--- config.mk ---
export PLATFORM = sky130hd
export DESIGN_NAME = cdb_arbiter
export DESIGN_NICKNAME = d
export VERILOG_FILES = /design/src/rtl/fcpu_pkg.sv /design/src/rtl/cdb_arbiter_rr_priority_encoder.sv /design/src/rtl/cdb_arbiter.sv
export SDC_FILE = /design/constraint.sdc
export NUM_CORES = 1
export LEC_CHECK = 0
export ABC_AREA = 0
export CAP_MARGIN = 10
export CORE_MARGIN = 3
export CORE_UTILIZATION = 42
export CTS_CLUSTER_DIAMETER = 40
export CTS_CLUSTER_SIZE = 40
export DETAILED_ROUTE_END_ITERATION = 8
export PLACE_DENSITY = 0.88
export SLEW_MARGIN = 20
export SYNTH_ARGS = -nofsm -noshare
export SYNTH_HDL_FRONTEND = slang
export SYNTH_HIERARCHICAL = 1
export SYNTH_SLANG_ARGS = --single-unit
--- constraint.sdc ---
create_clock -name clk -period 2.85 [get_ports clk]
set_input_delay 0.57 -clock clk [delete_from_list [all_inputs] [get_ports clk]]
set_output_delay 0.57 -clock clk [all_outputs]
set_load 0.01 [all_outputs]
--- src/rtl/fcpu_pkg.sv ---
// Shared CPU-wide types and widths: result-bus word layout and the fixed
// client numbering of the common data bus.
package fcpu_pkg;

    localparam int DATA_W    = 32;
    localparam int RSV_ID_W  = 5;
    localparam int CDB_W     = RSV_ID_W + DATA_W;
    localparam int CDB_N_REQ = 4;

    // Fixed slice positions of the functional units on the arbiter's request bus.
    typedef enum logic [1:0] {
        ALU    = 2'd0,
        FPU    = 2'd1,
        MEM    = 2'd2,
        BRANCH = 2'd3
    } cdb_client_t;

    typedef struct packed {
        logic [RSV_ID_W-1:0] rsv_id;
        logic [DATA_W-1:0]   data;
    } cdb_word_t;

    function automatic logic [CDB_W-1:0] make_cdb_word(input logic [RSV_ID_W-1:0] rsv_id,
                                                       input logic [DATA_W-1:0]   data);
        cdb_word_t w;
        w.rsv_id = rsv_id;
        w.data   = data;
        return w;
    endfunction

endpackage

--- src/rtl/cdb_arbiter_rr_priority_encoder.sv ---
// Combinational round-robin priority encoder: first set request at or after
// ptr, found by scanning a window of N bits in a doubled request vector.
module rr_priority_encoder #(
    parameter  int N        = 4,
    localparam int REQ_ID_W = $clog2(N)
) (
    input  logic [N-1:0]        req,
    input  logic [REQ_ID_W-1:0] ptr,
    output logic [N-1:0]        grant_onehot,
    output logic [REQ_ID_W-1:0] grant_idx,
    output logic                any
);

    logic [2*N-1:0] req2;
    logic [2*N-1:0] window;

    // NOTE: every output of a combinational block gets a default before any
    // conditional write, so no path leaves it unassigned and no latch appears.
    always_comb begin
        req2         = {req, req};
        window       = '0;
        grant_onehot = '0;
        grant_idx    = '0;
        any          = 1'b0;
        // The window [ptr, ptr+N) of the doubled vector covers each requester
        // exactly once, already in priority order, so wrap needs no modulo.
        for (int j = 0; j < 2 * N; j++) begin
            window[j] = req2[j] && (j >= int'(ptr)) && (j < int'(ptr) + N);
        end
        // NOTE: blocking assignments here are intentional; 'any' is read back
        // within the same pass to keep only the first hit.
        for (int j = 0; j < 2 * N; j++) begin
            if (window[j] && !any) begin
                any = 1'b1;
                if (j >= N) begin
                    grant_idx        = REQ_ID_W'(j - N);
                    grant_onehot[j-N] = 1'b1;
                end else begin
                    grant_idx      = REQ_ID_W'(j);
                    grant_onehot[j] = 1'b1;
                end
            end
        end
    end

endmodule

--- src/rtl/cdb_arbiter.sv ---
// Common data bus arbiter: grants one functional unit per cycle in
// round-robin order and broadcasts the registered winner to all consumers.
module cdb_arbiter
    import fcpu_pkg::*;
#(
    parameter  int N_REQ    = CDB_N_REQ,
    localparam int REQ_ID_W = $clog2(N_REQ)
) (
    input  logic                   clk,
    input  logic                   nrst,
    input  logic                   clear,
    input  logic [N_REQ*CDB_W-1:0] req_cdb,
    input  logic [N_REQ-1:0]       req_valid,
    output logic [N_REQ-1:0]       req_ready,
    output logic [CDB_W-1:0]       cdb,
    output logic                   cdb_valid,
    output logic [REQ_ID_W-1:0]    cdb_src
);

    logic [REQ_ID_W-1:0] ptr;
    logic [REQ_ID_W-1:0] grant_idx;
    logic [N_REQ-1:0]    grant_onehot;
    logic                any_req;
    logic                enable;
    logic                accept;
    logic [CDB_W-1:0]    win_word;

    rr_priority_encoder #(.N(N_REQ)) u_enc (
        .req          (req_valid),
        .ptr          (ptr),
        .grant_onehot (grant_onehot),
        .grant_idx    (grant_idx),
        .any          (any_req)
    );

    // Reset and flush both suppress the handshake in the same cycle.
    assign enable    = nrst & ~clear;
    assign req_ready = enable ? grant_onehot : '0;
    assign accept    = any_req & enable;

    always_comb begin
        win_word = '0;
        for (int i = 0; i < N_REQ; i++) begin
            if (grant_onehot[i]) begin
                win_word = req_cdb[i*CDB_W +: CDB_W];
            end
        end
    end

    function automatic logic [REQ_ID_W-1:0] next_ptr(input logic [REQ_ID_W-1:0] g);
        if (int'(g) == N_REQ - 1) begin
            return '0;
        end
        return g + 1'b1;
    endfunction

    // NOTE: state registers use non-blocking assignments so every flop samples
    // pre-edge values regardless of statement order.
    always_ff @(posedge clk or negedge nrst) begin
        if (!nrst) begin
            ptr       <= '0;
            cdb       <= '0;
            cdb_valid <= 1'b0;
            cdb_src   <= '0;
        end else if (clear) begin
            ptr       <= '0;
            cdb_valid <= 1'b0;
        end else if (accept) begin
            cdb       <= win_word;
            cdb_src   <= grant_idx;
            cdb_valid <= 1'b1;
            ptr       <= next_ptr(grant_idx);
        end else begin
            cdb_valid <= 1'b0;
        end
    end

endmodule

Word-level counts from Yosys, hierarchy flattened
Index checks and enable logic that the tools add are counted.
W data, S select, Z words.

operators by class
  bitwise gates (word level) = 3
  reductions and logical operators = 27
  order comparisons = 11
  equal/unequal tests = 1
  add/subtract/negate cells = 2
  multiplexer cells = 36

operator list
  cell                   count
  $mux W37               4
  $lt A4 B32 Y1 const A  4
  $lt A3 B32 Y1 const A  2
  $lt A1 B32 Y1 const A  1
  $lt A2 B32 Y1 const A  1
  $mux W1                21
  $mux W2                10
  $logic_and A1 B1 Y1    18
  $logic_not A1 Y1       7
  $add A2 B3 Y4 const B  1
  $ge A1 B2 Y1 const A   2
  $mux W4                1
  $add A2 B1 Y2 const B  1
  $and A1 B1 Y1          2
  $eq A2 B1 Y1 const B   1
  $ge A2 B2 Y1 const A   1
  $reduce_and A2 Y1      1
  $reduce_bool A2 Y1     1
  $not A1 Y1             1

word-level totals
  output and inout bits = 44
  logic and storage cells = 84
  input bits = 155
  register bits after elaboration = 42

Longest topological paths before layout
Gate-level depths: netlist (run 1).

  word-level depth = 32
  depth in mapped cells = 9

Cells and area by module
The synthesis (run 1) kept the hierarchy.

modules (own cells, without submodules)
  module               sequential area each (µm²)  cells an instance  instances  area each (µm²)
  cdb_arbiter          1051.0                      354                1          3184.3
  rr_priority_encoder  0.0                         29                 1          196.4

Least setup slack after synthesis (run 1)
No wires, ideal clock.

  path kind = input-to-output
  start point = input req_valid[3]
  end point = output req_ready[2]
  path buffers = 3
  stages on the path = 7
  arrival time = 1.702 ns
  slack = 0.578 ns
  cells stage by stage = buf_4 -> a21o_1 -> a21oi_1 -> o21a_1 -> buf_4 -> buf_2 -> and2_1

between the ends
  word-level cells in the longest chain between the ends = 13

RTL lines
  what                       RTL line                               RTL
  start: declaration         cdb_arbiter.sv:13                      input logic [N_REQ-1:0] req_valid,
  $logic_and A1 B1 Y1 *      cdb_arbiter_rr_priority_encoder.sv:28  window[j] = req2[j] && (j >= int'(ptr)) && (j < int'(ptr) + N);
  $logic_and A1 B1 Y1 *      cdb_arbiter_rr_priority_encoder.sv:33  if (window[j] && !any) begin
  $mux W1 *                  cdb_arbiter_rr_priority_encoder.sv:33
  $logic_not A1 Y1           cdb_arbiter_rr_priority_encoder.sv:33
  $logic_and A1 B1 Y1        cdb_arbiter_rr_priority_encoder.sv:33
  $mux W1 *                  cdb_arbiter_rr_priority_encoder.sv:33
  $logic_not A1 Y1           cdb_arbiter_rr_priority_encoder.sv:33
  $logic_and A1 B1 Y1        cdb_arbiter_rr_priority_encoder.sv:33
  $mux W1 *                  cdb_arbiter_rr_priority_encoder.sv:33
  $logic_not A1 Y1 *         cdb_arbiter_rr_priority_encoder.sv:33
  $logic_and A1 B1 Y1 *      cdb_arbiter_rr_priority_encoder.sv:33
  $mux W1 *                  cdb_arbiter_rr_priority_encoder.sv:33
  named net grant_onehot[2]  cdb_arbiter.sv:22                      logic [N_REQ-1:0] grant_onehot;
  $mux W4 *                  cdb_arbiter.sv:38                      assign req_ready = enable ? grant_onehot : '0;
  end: declaration           cdb_arbiter.sv:14                      output logic [N_REQ-1:0] req_ready,

Mark *: on every way through the listed nets, which the timed path passes. The rest lies on a longest branch.

Worst setup path in the final report (run 1)
  start point = input req_valid[2]
  end point = output req_ready[3]

between the ends
  word-level cells in the longest chain between the ends = 20

RTL lines
  what                               RTL line
  $logic_and A1 B1 Y1 (2 in series)  cdb_arbiter_rr_priority_encoder.sv:28
  $logic_and A1 B1 Y1                cdb_arbiter_rr_priority_encoder.sv:33
  $mux W1                            cdb_arbiter_rr_priority_encoder.sv:33
  $logic_not A1 Y1                   cdb_arbiter_rr_priority_encoder.sv:33
  $logic_and A1 B1 Y1                cdb_arbiter_rr_priority_encoder.sv:33
  $mux W1                            cdb_arbiter_rr_priority_encoder.sv:33
  $logic_not A1 Y1                   cdb_arbiter_rr_priority_encoder.sv:33
  $logic_and A1 B1 Y1                cdb_arbiter_rr_priority_encoder.sv:33
  [... 4 more ...]                   n/a
  $logic_not A1 Y1                   cdb_arbiter_rr_priority_encoder.sv:33
  $logic_and A1 B1 Y1                cdb_arbiter_rr_priority_encoder.sv:33
  $mux W1                            cdb_arbiter_rr_priority_encoder.sv:33
  $logic_not A1 Y1                   cdb_arbiter_rr_priority_encoder.sv:33
  $logic_and A1 B1 Y1                cdb_arbiter_rr_priority_encoder.sv:33
  $mux W1 *                          cdb_arbiter_rr_priority_encoder.sv:33
  named net grant_onehot[3]          cdb_arbiter.sv:22
  $mux W4 *                          cdb_arbiter.sv:38

Marked as above.

==> reports/summary.txt, run 1 <==
Number of violations reported at the end of detailed-routing iteration 0: 103
Number of top-level pins: 199
Run status: completed
Number of I/O port buffers: 198
Least setup slack across all paths after layout: 53.54 ps
Register-to-Register Path Depth: 7
Post-CTS Resized: 0
Worst EP arrival: 2230 ps
Final hold violation count: 0
Count of warnings emitted by yosys: 6
Post-synthesis cell count: 383
Area share of the largest cell type after synthesis: 0.3109
Std-Cell Core Area: 7767 um^2
Pins Over Slew Limit: 0
Starting Density: 0.4352
Static Leak: 2.172 nW
Peak supply drop: 0.1931 mV
Measured slew at the worst slew-check pin: 572.9 ps
Initial antenna violation count: 0
PnR Total Power: 0.002487 W
Drt pass-1 iters: 4
Total congestion overflow after global routing: 0
H-Tree Depth: 2
Worst hold path class: in -> async
Final RePlAce weighted congestion: 0.8654
Post-synth EDFFs: 0
Dominant synthesized flop cell: dfrtp_1
Reg2reg end: cdb[18]$_DFFE_PN0P_
TritonCTS clock tree: done
Quantity of hold-fixing buffers added after cts: 0
Post-route minimum period: 2796 ps
Clk_lat worst skew: 280 ps
Synth Area per Inst: 8.827 um^2
Number of global-route vias before repair: 3631
Start point of the critical path: req_valid[2]
Number of rows in the core area: 32
Worst setup EP type: primary output
Post-route DRC: 0
Final net count: 718
Cell chosen for the clock root: clkbuf_8
Cell type with the largest total area after synthesis: dfrtp_1
Chip Height: 95.72 um
Max-capacitance violation count: 0
Tcrit/Tclk final: 0.9812
TritonCTS buffer count: 5
Setup slack, reg-to-reg: 570 ps
Total GRT Usage: 0.2335
Post-route core utilization: 0.7081
Routed via count: 3674
Synthesis-to-finish area growth: 62.69%
Total Neg Setup Slack: 0 ps
Highest net fanout along the worst path: 7
Placement Setup Slack: 36.03 ps
Share of synthesized area occupied by flip-flops and latches: 0.3109
Last element of the critical path: req_ready[3]
Die W: 95.72 um
Final setup vio count: 0
Type of element launching the critical path: input port
Final setup skew: 3.678 ps
Number of buffers inserted by post-CTS setup repair: 0
CTS Sinks: 42
RSZ-0062 raised after global routing: false
Routed Antenna Nets: 0
Data required time at the worst endpoint: 2280 ps
Number of antenna diodes: 0
Cells taking the most area after synthesis: dfrtp_1, a221oi_2, o22a_1, nand2_1, nand3b_1
Fraction of final layout cells sized beyond drive strength 1: 0.1279
Register Area: 1051 um^2
Power density normalized to cell area: 452.1 nW/um^2
Number of buffers on the longest clock path: 2
Worst slew margin relative to its limit: 0.6181
#FFs+latches synth: 42
Start-to-end type of the worst setup path: in -> out
Area used by multi-input combinational logic: 1939 um^2
Die Outline Area: 9162 um^2
Post-detailed-placement half-perimeter wirelength: 8433 um
Clk slew on worst S/H paths: 80 ps
Reg-to-Reg Start: ptr[1]$_DFFE_PN0P_
Post-Syn Nets: 539
First-pass GRT wire length: 16930 um
Layout filler cell count: 597
Largest net degree at the start of global routing: 75
Post-Synthesis Cell Area: 3381 um^2
Highest clock rate: 357.6 MHz
Detailed-route wire length: 11410 um
Proportion of register bits with asynchronous set or reset after synthesis: 1.000
Avg Vias per Cell: 5.525
Post-DR wirelength/cell: 17.16 um
Library cells used by synthesis: 38
## how the worst min path moves through the flow
stage / startpoint / to / cells past startpoint
floorplan: nrst / cdb[0]$_DFFE_PN0P_ / 0
global placement: cdb_src[1]$_DFFE_PN0P_ / cdb_src[1]$_DFFE_PN0P_ / 1
detailed placement: cdb[10]$_DFFE_PN0P_ / cdb[10]$_DFFE_PN0P_ / 1
CTS: nrst / cdb[12]$_DFFE_PN0P_ / 2
global route: nrst / cdb_src[1]$_DFFE_PN0P_ / 2
finish: nrst / cdb[11]$_DFFE_PN0P_ / 2
## Yosys cell counts, types with 2 or more instances
cell type,instances
buf_2,19
o21ai_0,3
nor3_1,2
o22a_1,37
and2_1,4
buf_6,8
o21ai_1,2
and3b_1,2
a21oi_1,30
nor2b_1,2
buf_1,2
nor2_1,3
dfrtp_1,42
buf_4,6
a221oi_2,31
clkbuf_1,2
nand3b_1,36
nand2_1,77
inv_1,38
nand2b_1,4
a221oi_1,7
a21oi_2,10
## cells in the final DEF, fill, tap and decap left out, types with 2 or more instances in the layout
cell and instances:
nor3_1 2, dlymetal6s2s_1 2, nand2_1 77, o22a_1 37, buf_4 9, nand2b_1 4
nand3b_1 36, a21oi_2 10, dfrtp_1 42, clkdlybuf4s50_1 195, nor2_1 3, o21ai_1 2
inv_1 38, clkbuf_8 8, a221oi_2 31, nor2b_1 2, a221oi_1 7, and2_1 4
buf_12 4, a21oi_1 30, o21ai_0 3
## registers in the layout, summed over array words and instances, names as in the netlist
signal / cells
cdb: 37
cdb_src: 2
cdb_valid: 1
ptr: 2
## routing by layer
| layer | wire length [um] | track usage | share of wire |
|---|---|---|---|
| met3 | 1036 | 0.06802 | 0.091 |
| met4 | 261 | 0.06280 | 0.023 |
| met1 | 4207 | 0.2551 | 0.37 |
| met5 | 0 | 0 | 0 |
| met2 | 5907 | 0.4366 | 0.52 |
## metrics by stage
| step | instance area (um^2) | cells | hold slack, ps |
|---|---|---|---|
| 2_1_floorplan | 3381 | 383 | 274.4 |
| 3_3_place_gp | 5385 | 657 | 482.3 |
| 3_5_place_dp | 5385 | 657 | 496.0 |
| 4_1_cts | 5495 | 665 | 422.3 |
| 5_1_grt | 5500 | 665 | 450.5 |
| 6_report | 5500 | 665 | 393.8 |
## power breakdown
group | switching (W) | internal, W | total (W) | leakage (nW)
combinational | 0.000518 | 0.000719 | 0.00124 | 1.63
sequential | 0.0000796 | 0.000723 | 0.000803 | 0.484
clock | 0.000202 | 0.000245 | 0.000447 | 0.0575
total | 0.000800 | 0.00169 | 0.00249 | 2.17
## logic make-up (layout without fill, tap and decap cells)
group | count (synthesis) | count (layout) | share of synthesized area
buf+inv | 77 | 257 | 0.1214
mux | 2 | 2 | 0.007770
flops | 42 | 42 | 0.3109
fa+ha+maj | 1 | 1 | 0.003700
simple gates | 135 | 135 | 0.2113
compound gates | 126 | 126 | 0.3449
## critical path: stages
cell             delay (ps)
clkdlybuf4s50_1         430
buf_4                   170
a21oi_1                 170
o221a_4                 230
and2_1                  130
clkdlybuf4s50_1         530
## area by class of cell
| class | count | share of cell area |
|---|---|---|
| timing repair buffer | 211 | 0.3872 |
| multi-input combinational | 264 | 0.3526 |
| sequential | 42 | 0.1911 |
| inverter | 38 | 0.02593 |
| tap | 102 | 0.02320 |
| clock buffer | 8 | 0.02002 |
(Power assumes the default switching activity.)
==> run 2, diff against run 1 <==
CORE_UTILIZATION = 38   (was 42)
PLACE_DENSITY = 0.87   (was 0.88)
SYNTH_HIERARCHICAL = unset   (was 1)
TNS_END_PERCENT = 10   (was unset)
==> run 2 against run 1 <==
  * Area after synthesis shrank 17%
  * Largest cell class unchanged
  * Total power is 11% lower
  * Critical path type unchanged
  * First-iteration DRC count increased by 28%
  * Clock-buffer cell count shrank 1
==> reports/summary.txt, run 2 <==
Run status: completed
Area share of the largest cell type after synthesis: 0.3743
Worst setup EP type: primary output
Number of violations reported at the end of detailed-routing iteration 0: 132
Largest net degree at the start of global routing: 43
Start point of the critical path: req_valid[3]
Cell-by-cell trace of the critical path: clkdlybuf4s50_1, nor3_1, a221o_1, nand2_1, nor2_1, clkdlybuf4s50_1
P_int: 0.001510 W
Logic pwr share: 0.486
Die W: 91.96 um
Max stage delay on crit path: 550 ps
Power dissipated by switching net loads: 0.0007115 W
#FFs+latches synth: 42
Flip-flop count of the largest register, all copies and words added: 37
Master of the slowest instance on the critical path: clkdlybuf4s50_1
Dominant synthesized flop cell: dfrtp_1
Most frequent cells after synthesis: nor2_1, dfrtp_1, nor2b_1, o31ai_1, a31oi_1
Number of rows in the core area: 30
Clk_lat worst skew: 280 ps
Register-to-Register Path Depth: 7
Peak supply drop: 0.3253 mV
Starting Density: 0.4022
Worst slew margin relative to its limit: 0.6035
Highest clock rate: 355.8 MHz
Library cell appearing most often on the critical path: clkdlybuf4s50_1
Post-CTS Resized: 2
Switching part of the total power: 0.3202
Post-route core utilization: 0.7013
Pins Over Slew Limit: 0
Reg with most FFs: cdb
Worst hold path class: in -> async
Most used standard cell by instance count after synthesis: nor2_1
Static Leak: 1.899 nW
TritonCTS clock tree: done
Largest registers: cdb (37), cdb_src (2), ptr (2)
Chip Height: 91.96 um
Cells taking the most area after synthesis: dfrtp_1, a221oi_2, o31ai_1, nor2b_1, a31oi_1
Number of top-level pins: 199
Total GRT Usage: 0.2553
Part of the total power dissipated in the clock network: 0.161
First-pass GRT wire length: 17270 um
Detailed-route wire length: 11270 um
Final hold violation count: 0
Number of buffers on the longest clock path: 2
Number of buffers inserted by post-CTS setup repair: 0
TritonCTS buffer count: 5
Clk slew on worst S/H paths: 70 ps
Post-synthesis cell count: 297
H-Tree Depth: 2
Commonest non-fill, non-tap cells in the layout: clkdlybuf4s50_1, nor2_1, dfrtp_1, nor2b_1, o31ai_1
Share of synthesized area occupied by flip-flops and latches: 0.3743
Cell type with the largest total area after synthesis: dfrtp_1
Routed Antenna Nets: 0
Die Outline Area: 8456 um^2
Post-Syn Nets: 452
Final setup vio count: 0
Max-capacitance violation count: 0
Synthesis-to-finish area growth: 74.38%
Measured slew at the worst slew-check pin: 594.8 ps
Total congestion overflow after global routing: 0
Number of global-route vias before repair: 3392
Cell chosen for the clock root: clkbuf_8
Post-route minimum period: 2811 ps
Highest net fanout along the worst path: 7
Type of element launching the critical path: input port
Register Area: 1051 um^2
CP top delay family: buffers and inverters
Drt pass-1 iters: 4
Routed via count: 3325
Final setup skew: 4.612 ps
Number of antenna diodes: 0
Final RePlAce weighted congestion: 0.8653
Std-Cell Core Area: 6982 um^2
Area used by multi-input combinational logic: 1558 um^2
Layout filler cell count: 550
CTS Sinks: 42
Reg-to-Reg Start: ptr[1]$_DFFE_PN0P_
Fraction of final layout cells sized beyond drive strength 1: 0.09792
Setup slack, reg-to-reg: 600 ps
Post-Synthesis Cell Area: 2808 um^2
Post-detailed-placement half-perimeter wirelength: 8074 um
Total Neg Setup Slack: 0 ps
Post-route DRC: 0
Initial antenna violation count: 0
Synth Area per Inst: 9.454 um^2
Most frequent standard cell in the layout excluding fill and tap cells: clkdlybuf4s50_1
Post-DR wirelength/cell: 19.56 um
Post-synth EDFFs: 0
Quantity of hold-fixing buffers added after cts: 0
Power density normalized to cell area: 453.8 nW/um^2
Tcrit/Tclk final: 0.9862
Proportion of register bits with asynchronous set or reset after synthesis: 1.000
Data required time at the worst endpoint: 2280 ps
Worst EP arrival: 2240 ps
Library cells used by synthesis: 29
Avg Vias per Cell: 5.773
Start-to-end type of the worst setup path: in -> out
CP bufs+invs: 2
Count of warnings emitted by yosys: 0
Number of I/O port buffers: 198
Final net count: 635
Number of stages on the worst setup path: 6
Register share of total power: 0.354
==> run 2: cell types whose count changed after synthesis, moves of 28 or more <==
| cell | before | now |
|---|---|---|
| nand2_1 | 77 | 1 |
| nand3b_1 | 36 | 0 |
| a21oi_1 | 30 | 2 |
| o31ai_1 | 0 | 38 |
| nor2_1 | 3 | 43 |
| o22a_1 | 37 | 1 |
| inv_1 | 38 | 0 |
| nor2b_1 | 2 | 41 |
| a31oi_1 | 0 | 37 |
==> run 2: per-layer routing <==
| layer | routed length (um) | GRT usage |
|---|---|---|
| met4 | 197 | 0.06683 |
| met5 | 0 | 0 |
| met3 | 903 | 0.06317 |
| met2 | 6024 | 0.4805 |
| met1 | 4141 | 0.2842 |
==> run 2: final timing paths <==
path / endpoint
setup / recovery: req_ready[2]
hold / removal: cdb_src[1]$_DFFE_PN0P_
setup reg to reg: ptr[0]$_DFFE_PN0P_
hold reg to reg: cdb_src[1]$_DFFE_PN0P_
max in group asynchronous: cdb[18]$_DFFE_PN0P_
min in group clk: cdb_src[1]$_DFFE_PN0P_
==> run 2: worst reg2reg max path, delay by kind of cell, from the launching register on <==
family / cells / cell delay (ps)
AOI/OAI and AO/OA: 3 / 510
DFF: 1 / 550
and+or+nand+nor: 1 / 360
buffers and inverters: 3 / 680
==> run 2: layout make-up <==
cell class              instances  share of cell area
repair buffers                210              0.4255
inverters                       2            0.001533
multi-input cells             219              0.3182
clock buffers                   7             0.01559
well taps                      96             0.02453
flip-flops and latches         42              0.2147
==> run 2: kinds of logic (layout without fill, tap and decap cells) <==
logic type	after synthesis	in the layout	synth area share
AO/OA/AOI/OAI	126	126	0.3779
buffers and inverters	36	219	0.07531
flip-flops	42	42	0.3743
multiplexers	1	1	0.004010
AND/OR/NAND/NOR	92	92	0.1684
==> run 2: through the flow <==
| step | hold WS, ps | area, um^2 | worst slack (ps) | instances | power, W |
|---|---|---|---|---|---|
| global route | 413.5 | 4896 | -2.261 | 576 | 0.002348 |
| finish | 370.1 | 4896 | 39.27 | 576 | 0.002222 |
| floorplan | 274.4 | 2808 | 711.6 | 297 | 0.001291 |
| CTS | 390.0 | 4891 | 28.42 | 576 | 0.002238 |
| detailed placement | 499.4 | 4813 | -63.04 | 569 | 0.001877 |
| global placement | 499.6 | 4813 | 5.024 | 569 | 0.001845 |
==> run 2: power groups by stage <==
stage          combinational (W)  clock, W  sequential [W]
3_5_place_dp             0.00108         0        0.000795
5_1_grt                  0.00116  0.000391        0.000801
6_report                 0.00108  0.000357        0.000786
2_1_floorplan           0.000443         0        0.000848
4_1_cts                  0.00108  0.000368        0.000786
3_3_place_gp             0.00106         0        0.000788
==> run 3, diff against run 2 <==
CORE_MARGIN = 2   (was 3)
==> run 3 against run 2 <==
  * Clock skew is 3.4 ps higher
  * Hold slack got worse by 6.2 ps
  * Register-to-register slack better by 40 ps
  * Non-clock buffer count decreased by 2
  * Total power increased by 9.8%
  * Final cell count is 0.52% higher
  * Maximum frequency grew 0.85%
  * Final area rose by 1.3%
  * Combinational power hardly changed
  * Sequential share of layout area shrank 0.27 points
  * Critical path depth unchanged
  * Sequential cell count unchanged
==> reports/summary.txt, run 3 (synthesized netlist as in run 2, its figures left out) <==
Run status: completed
Start-to-end type of the worst setup path: in -> out
Most frequent standard cell in the layout excluding fill and tap cells: clkdlybuf4s50_1
Routed via count: 3237
Die W: 89.96 um
Highest clock rate: 358.8 MHz
Post-DR wirelength/cell: 18.04 um
Final setup vio count: 0
RSZ-0062 raised after global routing: true
Clk slew on worst S/H paths: 90 ps
Cell-by-cell trace of the critical path: clkdlybuf4s50_1, nor2_1, a221o_1, nand2_1, nor2_1, clkdlybuf4s50_1
Final setup skew: 7.965 ps
Switching part of the total power: 0.2981
Post-route core utilization: 0.6873
Worst slew margin relative to its limit: 0.6089
Reg with most FFs: cdb
Initial antenna violation count: 1
TritonCTS clock tree: done
H-Tree Depth: 2
Reg2reg end: cdb[33]$_DFFE_PN0P_
Logic pwr share: 0.438
Largest net degree at the start of global routing: 43
Reg-to-Reg Start: ptr[1]$_DFFE_PN0P_
Post-route minimum period: 2787 ps
Tcrit/Tclk final: 0.9779
Number of buffers inserted by post-CTS setup repair: 0
Number of global-route vias before repair: 3390
Peak supply drop: 0.2587 mV
Instance count after placement with tap cells included: 570
Die Outline Area: 8092 um^2
CTS Sinks: 42
Chip Height: 89.96 um
Setup slack, reg-to-reg: 640 ps
Design Area, Final: 4959 um^2
Worst setup EP type: primary output
Final net count: 633
Max stage delay on crit path: 560 ps
Number of top-level pins: 199
Pins Over Slew Limit: 0
Detailed-route wire length: 10450 um
Layout filler cell count: 607
Total GRT Usage: 0.2537
Final hold violation count: 0
Part of the total power dissipated in the clock network: 0.241
Largest registers: cdb (37), cdb_src (2), ptr (2)
Power dissipated by switching net loads: 0.0007271 W
Static Leak: 1.949 nW
Cell Area, Placed: 4802 um^2
Worst EP arrival: 2220 ps
Type of element launching the critical path: input port
Post-detailed-placement half-perimeter wirelength: 7280 um
Power density normalized to cell area: 491.9 nW/um^2
Clk_lat worst skew: 290 ps
Flip-flop count of the largest register, all copies and words added: 37
Master of the slowest instance on the critical path: clkdlybuf4s50_1
Highest net fanout along the worst path: 5
Max-capacitance violation count: 0
P_int: 0.001712 W
Number of buffers on the longest clock path: 2
Register share of total power: 0.321
PnR Total Power: 0.002439 W
Number of violations reported at the end of detailed-routing iteration 0: 112
Synthesis-to-finish area growth: 76.60%
Measured slew at the worst slew-check pin: 586.6 ps
Routed Antenna Nets: 0
TritonCTS buffer count: 5
Quantity of hold-fixing buffers added after cts: 0
Total Neg Setup Slack: 0 ps
Post-route DRC: 0
Starting Density: 0.3892
First-pass GRT wire length: 16870 um
Total congestion overflow after global routing: 0
Std-Cell Core Area: 7214 um^2
Cell chosen for the clock root: clkbuf_8
Avg Vias per Cell: 5.591
Data required time at the worst endpoint: 2280 ps
Commonest non-fill, non-tap cells in the layout: clkdlybuf4s50_1, nor2_1, dfrtp_1, nor2b_1, o31ai_1
Fraction of final layout cells sized beyond drive strength 1: 0.1002
Number of I/O port buffers: 198
Drt pass-1 iters: 4
Register-to-Register Path Depth: 6
Post-CTS Resized: 2
Number of rows in the core area: 31
Final RePlAce weighted congestion: 0.8237
Final Instance Count excl. Fillers: 579
Worst hold path class: in -> async
[run 3: worst max path at each step]
| stage | to | from | cells after the start | slack (ps) |
|---|---|---|---|---|
| after CTS | req_ready[2] | req_valid[0] | 6 | 30 |
| after detailed placement | req_ready[0] | req_valid[2] | 6 | -20 |
| after global routing | req_ready[2] | req_valid[1] | 6 | -20 |
| after global placement | req_ready[0] | req_valid[2] | 6 | 30 |
| final | req_ready[2] | req_valid[1] | 6 | 60 |
| after floorplan | req_ready[3] | req_valid[1] | 5 | 710 |
[run 3: layer usage]
metal  track usage  up-vias  part of all wire  wire length [um]
li1              -     1514                 -                 -
met1        0.3045     1575              0.40              4195
met2        0.4495      128              0.52              5419
met3       0.05784       20             0.057               598
met4       0.08462        0             0.022               234
met5             0        -                 0                 0
[run 3: area by class of cell]
class	count	area, um^2	area share
diodes	1	2.502	0.0005047
clock buffers	6	82.58	0.01665
clock inverters	2	60.06	0.01211
inverters	2	7.507	0.001514
multi-input cells	219	1558	0.3142
flip-flops and latches	42	1051	0.2120
well taps	99	123.9	0.02498
repair buffers	208	2073	0.4181
[run 3: stage by stage]
| stage | hold slack [ps] | setup slack, ps |
|---|---|---|
| final | 363.9 | 62.92 |
| after global routing | 402.6 | -22.82 |
| after CTS | 377.4 | 26.34 |
| after detailed placement | 505.4 | -22.14 |
| after global placement | 505.6 | 33.50 |
| after floorplan | 274.4 | 711.6 |
[run 3: power groups by stage]
stage	registers [W]	logic (W)	clock network (W)
5_1_grt	0.000803	0.00115	0.000620
6_report	0.000784	0.00107	0.000588
3_5_place_dp	0.000793	0.00107	0
3_3_place_gp	0.000788	0.00105	0
4_1_cts	0.000784	0.00107	0.000600
2_1_floorplan	0.000848	0.000443	0
[run 3: critical path, delay by kind of cell]
kind / cells / cell delay (ps)
and+or+nand+nor: 3 / 230
AOI/OAI and AO/OA: 1 / 360
buffers and inverters: 2 / 1050
